File: config.mk
export PLATFORM = sky130hd
export DESIGN_NAME = freq_meter
export DESIGN_NICKNAME = d
export VERILOG_FILES = /design/src/rtl/freq_meter.sv
export SDC_FILE = /design/constraint.sdc
export NUM_CORES = 1
export LEC_CHECK = 0
export BUFFER_PORTS_ARGS = -buffer_cell sky130_fd_sc_hd__buf_2
export CORE_ASPECT_RATIO = 1.25
export CORE_UTILIZATION = 53
export CTS_CLUSTER_DIAMETER = 60
export CTS_CLUSTER_SIZE = 25
export DETAILED_ROUTE_END_ITERATION = 10
export PLACE_DENSITY = 0.73
export RECOVER_POWER = 50
export SETUP_SLACK_MARGIN = 0.4
export SYNTH_ARGS = -nofsm -noshare
export SYNTH_HDL_FRONTEND = slang
export SYNTH_SLANG_ARGS = --single-unit
export TNS_END_PERCENT = 5
File: constraint.sdc
create_clock -name clk_i -period 2.1 [get_ports clk_i]
set_input_delay 0.105 -clock clk_i [delete_from_list [all_inputs] [get_ports clk_i]]
set_output_delay 0.105 -clock clk_i [all_outputs]
set_load 0.1 [all_outputs]
File: src/rtl/freq_meter.sv
`default_nettype none
// ============================================================================
//  Module      : freq_meter
//  Description : Gated-window frequency meter. Counts rising edges of an
//                asynchronous clock over GATE_CYCLES system clocks, in
//                single-shot or back-to-back continuous windows.
//  Revision    : 1.0 - initial release
// ============================================================================
module freq_meter #(
  parameter int GATE_CYCLES = 1024,
  parameter int COUNT_WIDTH = 16
) (
  input  logic                   clk_i,
  input  logic                   arst_ni,
  input  logic                   meas_clk_i,
  input  logic                   start_i,
  input  logic                   continuous_i,
  output logic                   busy_o,
  output logic [COUNT_WIDTH-1:0] count_o,
  output logic                   valid_o,
  output logic                   overflow_o
);

  localparam int                    GATE_WIDTH = $clog2(GATE_CYCLES);
  localparam logic [GATE_WIDTH-1:0] GATE_LAST  = GATE_WIDTH'(GATE_CYCLES - 1);

  typedef enum logic [1:0] {
    ST_IDLE    = 2'd0,
    ST_MEASURE = 2'd1,
    ST_DONE    = 2'd2
  } state_e;

  state_e                 state_q, state_d;
  logic [2:0]             sync_q;
  logic [GATE_WIDTH-1:0]  gate_q, gate_d;
  logic [COUNT_WIDTH-1:0] edge_cnt_q, edge_cnt_d;
  logic                   sat_q, sat_d;
  logic [COUNT_WIDTH-1:0] count_q, count_d;
  logic                   ovf_q, ovf_d;
  logic                   valid_q, valid_d;

  logic                   edge_pulse;
  logic [COUNT_WIDTH-1:0] acc_cnt;
  logic                   acc_sat;

  // Two-flop synchronizer plus a delay stage for rising-edge detection; free-running.
  always_ff @(posedge clk_i or negedge arst_ni) begin
    if (!arst_ni) begin
      sync_q <= 3'b000;
    end else begin
      sync_q <= {sync_q[1:0], meas_clk_i};
    end
  end

  assign edge_pulse = sync_q[1] & ~sync_q[2];

  // Saturating accumulation of this cycle's edge pulse into the running window count.
  always_comb begin
    acc_cnt = edge_cnt_q;
    acc_sat = sat_q;
    if (edge_pulse) begin
      if (&edge_cnt_q) begin
        acc_sat = 1'b1;
      end else begin
        acc_cnt = edge_cnt_q + COUNT_WIDTH'(1);
      end
    end
  end

  // Next-state and output logic; the result is captured on the last gate cycle so it is visible in DONE.
  always_comb begin
    state_d    = state_q;
    gate_d     = gate_q;
    edge_cnt_d = edge_cnt_q;
    sat_d      = sat_q;
    count_d    = count_q;
    ovf_d      = ovf_q;
    valid_d    = 1'b0;
    busy_o     = 1'b0;
    case (state_q)
      ST_IDLE: begin
        if (start_i) begin
          state_d    = ST_MEASURE;
          gate_d     = '0;
          edge_cnt_d = '0;
          sat_d      = 1'b0;
        end
      end
      ST_MEASURE: begin
        busy_o     = 1'b1;
        gate_d     = gate_q + GATE_WIDTH'(1);
        edge_cnt_d = acc_cnt;
        sat_d      = acc_sat;
        if (gate_q == GATE_LAST) begin
          state_d = ST_DONE;
          count_d = acc_cnt;
          ovf_d   = acc_sat;
          valid_d = 1'b1;
        end
      end
      ST_DONE: begin
        gate_d = '0;
        if (continuous_i) begin
          // The DONE cycle opens the next window, so its edge is not lost.
          busy_o     = 1'b1;
          state_d    = ST_MEASURE;
          edge_cnt_d = edge_pulse ? COUNT_WIDTH'(1) : '0;
          sat_d      = 1'b0;
        end else begin
          state_d = ST_IDLE;
        end
      end
      default: begin
        state_d = ST_IDLE;
      end
    endcase
  end

  // State, counters and result registers; reset discards any partial window.
  always_ff @(posedge clk_i or negedge arst_ni) begin
    if (!arst_ni) begin
      state_q    <= ST_IDLE;
      gate_q     <= '0;
      edge_cnt_q <= '0;
      sat_q      <= 1'b0;
      count_q    <= '0;
      ovf_q      <= 1'b0;
      valid_q    <= 1'b0;
    end else begin
      state_q    <= state_d;
      gate_q     <= gate_d;
      edge_cnt_q <= edge_cnt_d;
      sat_q      <= sat_d;
      count_q    <= count_d;
      ovf_q      <= ovf_d;
      valid_q    <= valid_d;
    end
  end

  assign count_o    = count_q;
  assign overflow_o = ovf_q;
  assign valid_o    = valid_q;

endmodule
`default_nettype wire

==> run_results.csv <==
group,metric,value,unit
outcome,status,"finished clean",
power_and_ir_drop,ir_drop,0.406,mV
routing,drt-pass1-iter-count,4,
timing,setup_tns,0,ps
floorplanning,coreArea,0.00476,mm²
routing,vias_per_cell,5.82,
clock_network,cts.sinks,50,
clock_network,cts_buffers,5,
clock_network,cts_tree,"yes",
synth,seq_area_frac_synth,47.6,%
layout,drive_gt1_share,23.1,%
clock_network,cts_max_path_buffers,2,
setup_path,worstPathArrival,1840,ps
synth,synthesis.nets,291,
layout,design_area,0.00311,mm²
grt,grt_pass1_wl,9250,µm
grt,grt_pass1_vias,2063,
floorplanning,die-area,0.00525,mm²
place,place_congestion,0.868,
power_and_ir_drop,power.leakage,1.40,nW
grt,grt_usage,22.8,%
place,place_area,0.00291,mm²
routing,drt_iter0_drc,140,
routing,wl_per_cell,14.9,µm
setup_path,crit_start,"state_q[1]$_DFFE_PN0P_",
floorplanning,row_count,28,
clock_network,root_buffer,"clkbuf_8",
setup_path,rr_worst_depth,6,
setup_path,cpPeakStageDelay,420,ps
synth,synthCells,280,
synth,synth_area_per_cell,9.39,µm²
floorplanning,initial_utilization,55.2,%
floorplanning,die-width,65.0,µm
layout,final_common_cell,"dfrtp_1",
power_and_ir_drop,power.density,710,mW/mm²
timing,final.period_utilization,92.5,%
timing,hold_viol_final,0,
synth,ys_ff_latch,50,
grt,grt_max_degree,51,
layout,layout_common_cells,"dfrtp_1 (47), nand2_1 (31), o21ai_0 (21), buf_4 (21), buf_2 (18)",
routing,drc,0,
worst_hold_path,min_path_cells,4,
timing,max_freq,0.515,GHz
synth,synth_area,0.00263,mm²
timing,skew,3.43,ps
timing,worst_slew_pin_slew,1230,ps
setup_path,regToRegStartpoint,"state_q[0]$_DFFE_PN0P_",
floorplanning,die_y,80.8,µm
layout,area_growth,18.1,%
routing,vias,2217,
layout,fin_util,65.2,%
worst_hold_path,worstHoldStart,"start_i",
synth,synth_cell_types,44,
timing,setup_viol,0,
setup_path,worstSetupStartpointType,"flop",
flow_run,drv_cap,0,
setup_path,r2r_end,"edge_cnt_q[7]$_DFFE_PN0P_",
layout,antenna_cells,0,
clock_network,clk_latency,290,ps
layout,fill_cells,404,
clock_network,htreeDepth,2,
setup_path,path_max_fanout,17,
setup_path,cp.required,2000,ps
floorplanning,pin_count,24,
timing,rsz0062_at_grt,"true",
place,io_buffer_count,23,
setup_path,r2r_slack,190,ps
worst_hold_path,hold-path-endpoint,"state_q[1]$_DFFE_PN0P_",
setup_path,crit_chain,"inv_2 > ha_1 > buf_4 > o21a_2 > buf_2",
grt,antenna_found_initial,0,
synth,yosysWarnings,0,
setup_path,slowest_stage,"dfrtp_1",
timing,setup_slack,157,ps
routing,drtAntennaViolNets,0,
setup_path,critPathKind,"reg -> out",
setup_path,worstSetupEndpointType,"output port",
timing,max_slew_margin,17.8,%
grt,grt.overflow.total,0,
timing,hold_ws,157,ps
worst_hold_path,hp-class,"in -> reg",
clock_network,cts.clk_slew.worst_paths,90,ps
timing,finalCriticalPeriod,1940,ps
timing,final_max_slew_viol_count,0,
layout,nets,332,
place,place_ws,80.1,ps
routing,drt-total-wl,5680,µm
place,hpwlAfterDp,3740,µm
[synth_stat cells]
| master | instances | area share [%] |
|---|---|---|
| clkbuf_1 | 12 | 1.7 |
| o31ai_1 | 3 | 0.86 |
| or3_1 | 2 | 0.48 |
| nand2b_1 | 4 | 0.95 |
| buf_4 | 1 | 0.29 |
| a22o_1 | 7 | 2.3 |
| nand2_1 | 32 | 4.6 |
| dfrtp_1 | 50 | 48 |
| a32o_1 | 1 | 0.38 |
| xnor2_1 | 6 | 2.0 |
| o22a_1 | 1 | 0.33 |
| a21o_1 | 6 | 1.7 |
| xor2_1 | 8 | 2.7 |
| o211ai_1 | 2 | 0.57 |
| a21oi_1 | 17 | 3.2 |
| ha_1 | 6 | 2.9 |
| nand4_1 | 11 | 2.6 |
| and4_1 | 5 | 1.7 |
| buf_2 | 3 | 0.57 |
| or2_2 | 1 | 0.24 |
| buf_6 | 1 | 0.43 |
| nor2_2 | 1 | 0.24 |
| a41oi_1 | 3 | 1.0 |
| o21ai_1 | 6 | 1.1 |
| and2_1 | 4 | 0.95 |
| and3_4 | 1 | 0.43 |
| nor4_2 | 1 | 0.48 |
| nor2b_1 | 4 | 0.95 |
| mux2i_1 | 3 | 1.1 |
| o21a_1 | 1 | 0.29 |
| nor4_1 | 1 | 0.24 |
| nand3b_1 | 2 | 0.57 |
| nand2_2 | 1 | 0.24 |
| nor3_1 | 7 | 1.3 |
| or4_1 | 2 | 0.57 |
| nand3_1 | 13 | 2.5 |
| a31oi_1 | 5 | 1.2 |
| nor2_1 | 13 | 1.9 |
| mux2_2 | 2 | 0.86 |
| o22ai_1 | 1 | 0.24 |
| and3_1 | 1 | 0.24 |
| inv_1 | 6 | 0.86 |
| nand2b_4 | 1 | 0.52 |
| o21ai_0 | 22 | 4.2 |
[worst max path at each step]
stage	depth (start not counted)	slack [ps]	end
CTS	8	150	count_o[7]$_DFFE_PN0P_
global route	5	90	busy_o
floorplan	7	240	edge_cnt_q[7]$_DFFE_PN0P_
detailed placement	6	80	edge_cnt_q[6]$_DFFE_PN0P_
finish	5	160	busy_o
global placement	6	130	edge_cnt_q[6]$_DFFE_PN0P_
[sequential cells by signal (all words and copies together) (netlist names)]
name and count:
count_o 16, edge_cnt_q 16, gate_q 10, overflow_o 1
sat_q 1, state_q 2, sync_q 3, valid_o 1
[worst max-delay path: cells and delay by family, from the launching register on]
family,cells,cell delay (ps)
compound gates,1,160
flops,1,420
fa+ha+maj,1,200
buf+inv,3,750
[cell families (layout without fill, tap and decap cells)]
| kind of cell | count (synthesis) | count (layout) | synth area share, % |
|---|---|---|---|
| and+or+nand+nor | 107 | 107 | 21.6 |
| AOI/OAI and AO/OA | 75 | 75 | 17.5 |
| DFF | 50 | 50 | 47.6 |
| buffers and inverters | 23 | 64 | 3.85 |
| xor gates and xnor gates | 14 | 14 | 4.66 |
| adders and majority gates | 6 | 6 | 2.85 |
| muxes | 5 | 5 | 2.00 |
[final cells by class]
cell class	instances	area, µm²	share of cell area, %
multi-input cells	207	1340	43.0
clock buffers	6	72.6	2.34
well taps	60	75.1	2.42
repair buffers	51	338	10.9
clock inverters	1	7.51	0.242
inverters	6	22.5	0.725
flip-flops and latches	50	1250	40.4
[through the flow]
stage                     instances  power (mW)
after global routing            381        2.32
final                           381        2.20
after global placement          361        1.62
after CTS                       377        2.17
after floorplan                 280        1.50
after detailed placement        361        1.63
[timing repair]
action	in CTS	in global routing
hold endpoints to repair	51	0
resized for setup	6	9
setup endpoints to repair	37	43
hold buffers	2	0
pin swaps	4	3
gates cloned	0	0
setup buffers	7	4
[report_power, final]
| part | switching, mW | leakage, nW | internal, mW |
|---|---|---|---|
| Clock | 0.304 | 0.0373 | 0.229 |
| Sequential | 0.0409 | 0.684 | 0.998 |
| Combinational | 0.384 | 0.683 | 0.249 |
[routing by layer]
metal / routed length (µm) / up-vias / GRT usage (%)
met5: 0 / - / 0
met4: 53 / 0 / 6.00
met3: 281 / 8 / 3.51
met2: 2840 / 55 / 40.5
met1: 2500 / 1070 / 28.7
li1: - / 1084 / -
Power figures use the tool's default switching activity.
